File: src/rtl/pipe_hazard_ctrl.sv
// -----------------------------------------------------------------------------
// pipe_hazard_ctrl
//
// Hazard and stall controller for the 5-stage RV32 pipeline. One sequenced
// state machine (RUN / LOAD_WAIT / MC_WAIT) covers load-use hazards,
// multi-cycle (mul/div) ops and taken branches. It drives the hold, bubble and
// flush controls of the PC, IF/DC and DC/EX registers. While DC/EX is held, it
// patches the held rs1/rs2 operands with writeback results.
//
// Control outputs are Mealy: they are combinational from the current state and
// the inputs, so they settle before the negedge pipeline latches.
//
// Parameters
//   LOAD_EXTRA   extra bubble cycles after the load-use detect cycle (0..3)
//   MC_TIMEOUT   maximum MC_WAIT cycles before a forced exit
//
// Ports
//   clk, reset                    clock, synchronous active-high reset
//   dc_rs1/rs2_idx, _used         decode-stage source registers and use flags
//   ex_rd, ex_reg_write           EX destination and write enable
//   ex_is_load, ex_is_mc          EX instruction class
//   ex_rs1/rs2_idx                sources of the instruction held in DC/EX
//   mc_done                       multi-cycle result valid (1-cycle pulse)
//   ex_branch_taken               EX resolved a taken branch or jump
//   wb_rd, wb_reg_write, wb_data  writeback port
//   pc_stay, if_dc_stay,
//   dc_ex_stay                    hold the register
//   dc_ex_bubble                  DC/EX loads a NOP
//   if_dc_flush                   IF/DC loads a NOP
//   is_rs1/rs2_change             overwrite the held DC/EX operand
//   new_rs1/rs2_value             replacement operand (always wb_data)
//   mc_timeout                    sticky error flag, cleared only by reset
//   stall_cycles                  saturating count of cycles with pc_stay=1
// -----------------------------------------------------------------------------
module pipe_hazard_ctrl #(
  parameter int LOAD_EXTRA = 1,
  parameter int MC_TIMEOUT = 64
) (
  input  logic        clk,
  input  logic        reset,
  input  logic [4:0]  dc_rs1_idx,
  input  logic [4:0]  dc_rs2_idx,
  input  logic        dc_rs1_used,
  input  logic        dc_rs2_used,
  input  logic [4:0]  ex_rd,
  input  logic        ex_reg_write,
  input  logic        ex_is_load,
  input  logic        ex_is_mc,
  input  logic [4:0]  ex_rs1_idx,
  input  logic [4:0]  ex_rs2_idx,
  input  logic        mc_done,
  input  logic        ex_branch_taken,
  input  logic [4:0]  wb_rd,
  input  logic        wb_reg_write,
  input  logic [31:0] wb_data,
  output logic        pc_stay,
  output logic        if_dc_stay,
  output logic        dc_ex_stay,
  output logic        dc_ex_bubble,
  output logic        if_dc_flush,
  output logic        is_rs1_change,
  output logic        is_rs2_change,
  output logic [31:0] new_rs1_value,
  output logic [31:0] new_rs2_value,
  output logic        mc_timeout,
  output logic [15:0] stall_cycles
);

  typedef enum logic [1:0] {
    RUN       = 2'd0,
    LOAD_WAIT = 2'd1,
    MC_WAIT   = 2'd2
  } state_e;

  localparam int              MC_W          = (MC_TIMEOUT > 1) ? $clog2(MC_TIMEOUT) : 1;
  localparam logic [MC_W-1:0] MC_LAST       = MC_W'(MC_TIMEOUT - 1);
  localparam logic [1:0]      LOAD_CNT_INIT = (LOAD_EXTRA > 0) ? 2'(LOAD_EXTRA - 1) : 2'd0;

  state_e          state_q, state_d;
  logic [1:0]      load_cnt_q, load_cnt_d;
  logic [MC_W-1:0] mc_cnt_q, mc_cnt_d;
  logic            mc_timeout_q, mc_timeout_d;
  logic [15:0]     stall_cycles_q, stall_cycles_d;
  logic            load_use;

  // A load into x0 never produces a value anyone waits for.
  assign load_use = ex_is_load & ex_reg_write & (ex_rd != 5'd0) &
                    ((dc_rs1_used & (dc_rs1_idx == ex_rd)) |
                     (dc_rs2_used & (dc_rs2_idx == ex_rd)));

  always_comb begin
    // NOTE: every signal written here gets a default first, so no path can
    // leave one unassigned and infer a latch.
    state_d      = state_q;
    load_cnt_d   = load_cnt_q;
    mc_cnt_d     = mc_cnt_q;
    mc_timeout_d = mc_timeout_q;
    pc_stay      = 1'b0;
    if_dc_stay   = 1'b0;
    dc_ex_stay   = 1'b0;
    dc_ex_bubble = 1'b0;
    if_dc_flush  = 1'b0;

    unique case (state_q)
      RUN: begin
        // Branch outranks everything: the instructions behind it are dead, so
        // stalling for them would be wasted (this also settles mc+branch).
        if (ex_branch_taken) begin
          if_dc_flush  = 1'b1;
          dc_ex_bubble = 1'b1;
        end else if (ex_is_mc) begin
          pc_stay    = 1'b1;
          if_dc_stay = 1'b1;
          dc_ex_stay = 1'b1;
          mc_cnt_d   = '0;
          state_d    = MC_WAIT;
        end else if (load_use) begin
          pc_stay      = 1'b1;
          if_dc_stay   = 1'b1;
          dc_ex_bubble = 1'b1;
          if (LOAD_EXTRA > 0) begin
            load_cnt_d = LOAD_CNT_INIT;
            state_d    = LOAD_WAIT;
          end
        end
      end

      LOAD_WAIT: begin
        pc_stay      = 1'b1;
        if_dc_stay   = 1'b1;
        dc_ex_bubble = 1'b1;
        if (load_cnt_q == 2'd0) state_d = RUN;
        else                    load_cnt_d = load_cnt_q - 2'd1;
      end

      MC_WAIT: begin
        // Stays remain up through the exit cycle; the pipeline releases on
        // the following cycle, once the result is in place.
        pc_stay    = 1'b1;
        if_dc_stay = 1'b1;
        dc_ex_stay = 1'b1;
        if (mc_done) begin
          state_d = RUN;
        end else if (mc_cnt_q == MC_LAST) begin
          mc_timeout_d = 1'b1;
          state_d      = RUN;
        end else begin
          mc_cnt_d = mc_cnt_q + 1'b1;
        end
      end

      default: state_d = RUN;
    endcase

    stall_cycles_d = stall_cycles_q;
    if (pc_stay && (stall_cycles_q != 16'hFFFF)) stall_cycles_d = stall_cycles_q + 16'd1;
  end

  // NOTE: state registers use non-blocking assignments so every flop samples
  // the pre-edge values regardless of statement order.
  always_ff @(posedge clk) begin
    if (reset) begin
      state_q        <= RUN;
      load_cnt_q     <= '0;
      mc_cnt_q       <= '0;
      mc_timeout_q   <= 1'b0;
      stall_cycles_q <= '0;
    end else begin
      state_q        <= state_d;
      load_cnt_q     <= load_cnt_d;
      mc_cnt_q       <= mc_cnt_d;
      mc_timeout_q   <= mc_timeout_d;
      stall_cycles_q <= stall_cycles_d;
    end
  end

  // Operand patching only matters while DC/EX holds its operands; a write to
  // x0 carries no architectural value and never patches.
  assign is_rs1_change = dc_ex_stay & wb_reg_write & (wb_rd != 5'd0) & (wb_rd == ex_rs1_idx);
  assign is_rs2_change = dc_ex_stay & wb_reg_write & (wb_rd != 5'd0) & (wb_rd == ex_rs2_idx);
  assign new_rs1_value = wb_data;
  assign new_rs2_value = wb_data;

  assign mc_timeout   = mc_timeout_q;
  assign stall_cycles = stall_cycles_q;

endmodule

File: config.mk
export PLATFORM = sky130hd
export DESIGN_NAME = pipe_hazard_ctrl
export DESIGN_NICKNAME = d
export VERILOG_FILES = /design/src/rtl/pipe_hazard_ctrl.sv
export SDC_FILE = /design/constraint.sdc
export NUM_CORES = 1
export LEC_CHECK = 0
export ABC_AREA = 0
export CAP_MARGIN = 0
export CORE_MARGIN = 2
export CORE_UTILIZATION = 60
export DETAILED_ROUTE_END_ITERATION = 8
export DONT_BUFFER_PORTS = 1
export PLACE_DENSITY_LB_ADDON = 0.25
export SYNTH_ARGS = -nofsm -noshare
export SYNTH_HDL_FRONTEND = slang
export SYNTH_SLANG_ARGS = --single-unit
File: constraint.sdc
create_clock -name clk -period 4 [get_ports clk]
set_clock_uncertainty 0.15 [all_clocks]
set_input_delay 0.8 -clock clk [delete_from_list [all_inputs] [get_ports clk]]
set_output_delay 0.8 -clock clk [all_outputs]
set_load 0.01 [all_outputs]
==> flow_summary_export.csv <==
group,metric,value,unit
layout,syn2layout_area_growth,-18.54,%
clocking,cts_buffers,3,
sta,final-hold-violation-count,0,
sta,rsz0062_at_grt,"no",
sta,fin_setup_tns,0,ps
floorplanning,die_w,65.47,um
clocking,cts_tree,"built",
worst_setup_path,startpoint_type,"flop",
worst_setup_path,slowest_delay,520,ps
detailed_routing,drt_first_pass_iters,4,
grt,overflow,0,
synthesis,yosysWarnings,0,
sta,finalMaxSlewViolations,0,
power,peakVddDrop,317.9,uV
worst_setup_path,worstPathRequired,3050,ps
worst_setup_path,cp-end-kind,"output pin",
grt,track_usage,17.53,%
sta,holdWs,324.1,ps
clocking,ctsHoldBuffers,0,
synthesis,ys_types,44,
detailed_routing,avgRoutedWirePerCell,14.84,um
synthesis,synthFlopType,"dfxtp_1",
grt,grt_pass1_vias,1353,
clocking,cts_setup_buffers,0,
worst_setup_path,crit_type,"reg -> out",
sta,slew_headroom,61.24,%
status,status,"completed",
synthesis,syn_area,0.002267,mm^2
worst_setup_path,slowest_stage,"nor4_1",
synthesis,syn_nets,355,
detailed_routing,drc,0,
sta,tightestPinTransition,580.1,ps
synthesis,ys_seq_area_share,23.84,%
floorplanning,dieArea,0.004286,mm^2
min_path,hold_depth,2,
layout,drive_gt1_share,4.306,%
synthesis,netlist_instances,276,
worst_setup_path,worst-r2r-cell-count,8,
job,maxCapViolations,0,
layout,fillers,349,
floorplanning,pin_count,160,
placement,io_buffers,0,
detailed_routing,detail_route.vias_per_cell,5.872,
placement,gp_congestion,0.7264,
synthesis,synth_edf_count,0,
grt,grt_pass1_wl,6.085,mm
clocking,clk_latency,270,ps
layout,layout.nets,289,
worst_setup_path,worstPathCellList,"inv_1, ha_1, nand3b_1, nand2b_1, o211ai_1, nor4_1",
synthesis,synth-seq-cells,27,
detailed_routing,via_count,1509,
min_path,hp-class,"reg -> reg",
clocking,clkTransAtPathRegs,100,ps
clocking,h-tree-depth,1,
clocking,clk_path_buf_depth,2,
worst_setup_path,path_max_fanout,9,
sta,period_share,76.65,%
placement,dp_worst_setup_slack,1000,ps
worst_setup_path,crit_arrival,2120,ps
synthesis,avgSynthCellArea,8.214,um^2
floorplanning,chipHeight,65.47,um
clocking,cts_root_buf,"clkbuf_8",
floorplanning,core,0.003633,mm^2
power,p_per_area,301.7,mW/mm^2
sta,fmax,0.3261,GHz
detailed_routing,routed_wl,3.814,mm
sta,finalCriticalPeriod,3066,ps
clocking,cts_resized,0,
detailed_routing,drt_iter0_markers,51,
grt,grt_max_degree,27,
synthesis,synthArstFlopShare,0,%
grt,antenna_found_initial,0,
sta,setup_viol,0,
floorplanning,num_rows,22,
floorplanning,start_util,62.40,%
sta,fin_ws,933.9,ps
placement,dp_hpwl,2.932,mm
power,leakagePower,0.6016,nW
clocking,cts_sinks,27,
detailed_routing,ant_nets,0,
layout,diodes,0,
## metal layers
layer | vias up | track usage, % | part of all wire [%]
met5 | - | 0 | 0
met4 | 0 | 3.385 | 0.76
met3 | 6 | 7.021 | 8.9
met2 | 56 | 29.46 | 48
met1 | 675 | 21.21 | 42
li1 | 772 | - | -
## critical path, delay by kind of cell, from the launching register on
family / cells / cell delay (ps)
buffers and inverters: 1 / 100
AO/OA/AOI/OAI: 1 / 140
adder cells (fa/ha/maj): 1 / 350
flip-flops: 1 / 350
AND/OR/NAND/NOR: 3 / 890
## flip-flops by register name, summed over array words and instances, names as in the netlist
| register | flops |
|---|---|
| stall_cycles | 16 |
| mc_cnt_q | 6 |
| load_cnt_q | 2 |
| state_q | 2 |
| mc_timeout | 1 |
## report_power, final
part | switching (mW) | internal (mW)
Sequential | 0.0128 | 0.276
Combinational | 0.0630 | 0.0445
Clock | 0.0905 | 0.0708
Total | 0.166 | 0.391
## layout make-up
type / instances / area [um^2] / area share [%]
Tap cell: 48 / 60.06 / 3.252
Inverter: 6 / 22.52 / 1.220
Clock inverter: 1 / 7.507 / 0.4065
Clock buffer: 3 / 41.29 / 2.236
Sequential cell: 27 / 540.5 / 29.27
Multi-Input combinational cell: 172 / 1175 / 63.62
## cell usage after synthesis, types with 2 or more instances
master    number  area (um^2)
and4_1         5        43.79
nand2b_1       6        37.54
mux2i_1        2        20.02
or4_1          4        30.03
or3_1         11        68.82
o21ai_0        2        10.01
nand3b_1       2        15.01
o21ai_1       11        55.05
a21oi_1       19        95.09
inv_1          6        22.52
buf_6          2        22.52
ha_1           7        87.58
dfxtp_1       27        540.5
o31ai_1        2        15.01
o21bai_1       3        22.52
nor2_1         9        33.78
a21o_1         2        15.01
and3_1         4        25.02
clkbuf_1       3        11.26
nor2b_1        5        31.28
and2_1         4        25.02
xor2_1         9        78.83
nand3_1       12        60.06
nor3_1         2        10.01
nand2_1       11        41.29
buf_4         66        495.5
a31oi_1        2        12.51
nand4_1        5        31.28
xnor2_1       17        148.9
nor4_1         2        12.51
## kinds of logic (layout without fill, tap and decap cells)
kind of cell               after synthesis  count (layout)  synth area share, %
and+or+nand+nor                         86              86                22.24
xor gates and xnor gates                26              26                10.04
AOI/OAI and AO/OA                       51              51                14.79
adders and majority gates                7               7                3.863
muxes                                    2               2               0.8830
buffers and inverters                   77              10                24.34
DFF                                     27              27                23.84
## cell usage in the layout (no fill, tap or decap), types with 7 or more instances in the layout
cell	netlist	routed
nor2_1	9	9
xnor2_1	17	17
or3_1	11	11
nand3_1	12	12
nand2_1	11	11
xor2_1	9	9
ha_1	7	7
dfxtp_1	27	27
a21oi_1	19	19
o21ai_1	11	11
## worst paths after layout
kind	from	endpoint	slack [ps]
worst max-delay path	state_q[1]$_SDFFE_PP0P_	is_rs2_change	930
worst min-delay path	load_cnt_q[1]$_SDFFE_PP0P_	load_cnt_q[1]$_SDFFE_PP0P_	320
worst max register to register	state_q[1]$_SDFFE_PP0P_	stall_cycles[11]$_SDFFE_PP0P_	1300
worst min register to register	load_cnt_q[1]$_SDFFE_PP0P_	load_cnt_q[1]$_SDFFE_PP0P_	320
## metrics by stage
step | utilization [%] | power, mW | instance area (um^2) | cells
2_1_floorplan | - | 0.4655 | 2267 | 276
3_3_place_gp | 49.48 | 0.4016 | 1798 | 253
3_5_place_dp | 49.48 | 0.4029 | 1798 | 253
4_1_cts | 50.83 | 0.5658 | 1847 | 257
5_1_grt | 50.83 | 0.5866 | 1847 | 257
6_report | 50.83 | 0.5572 | 1847 | 257
No activity file was read; power rests on OpenSTA's default activity.
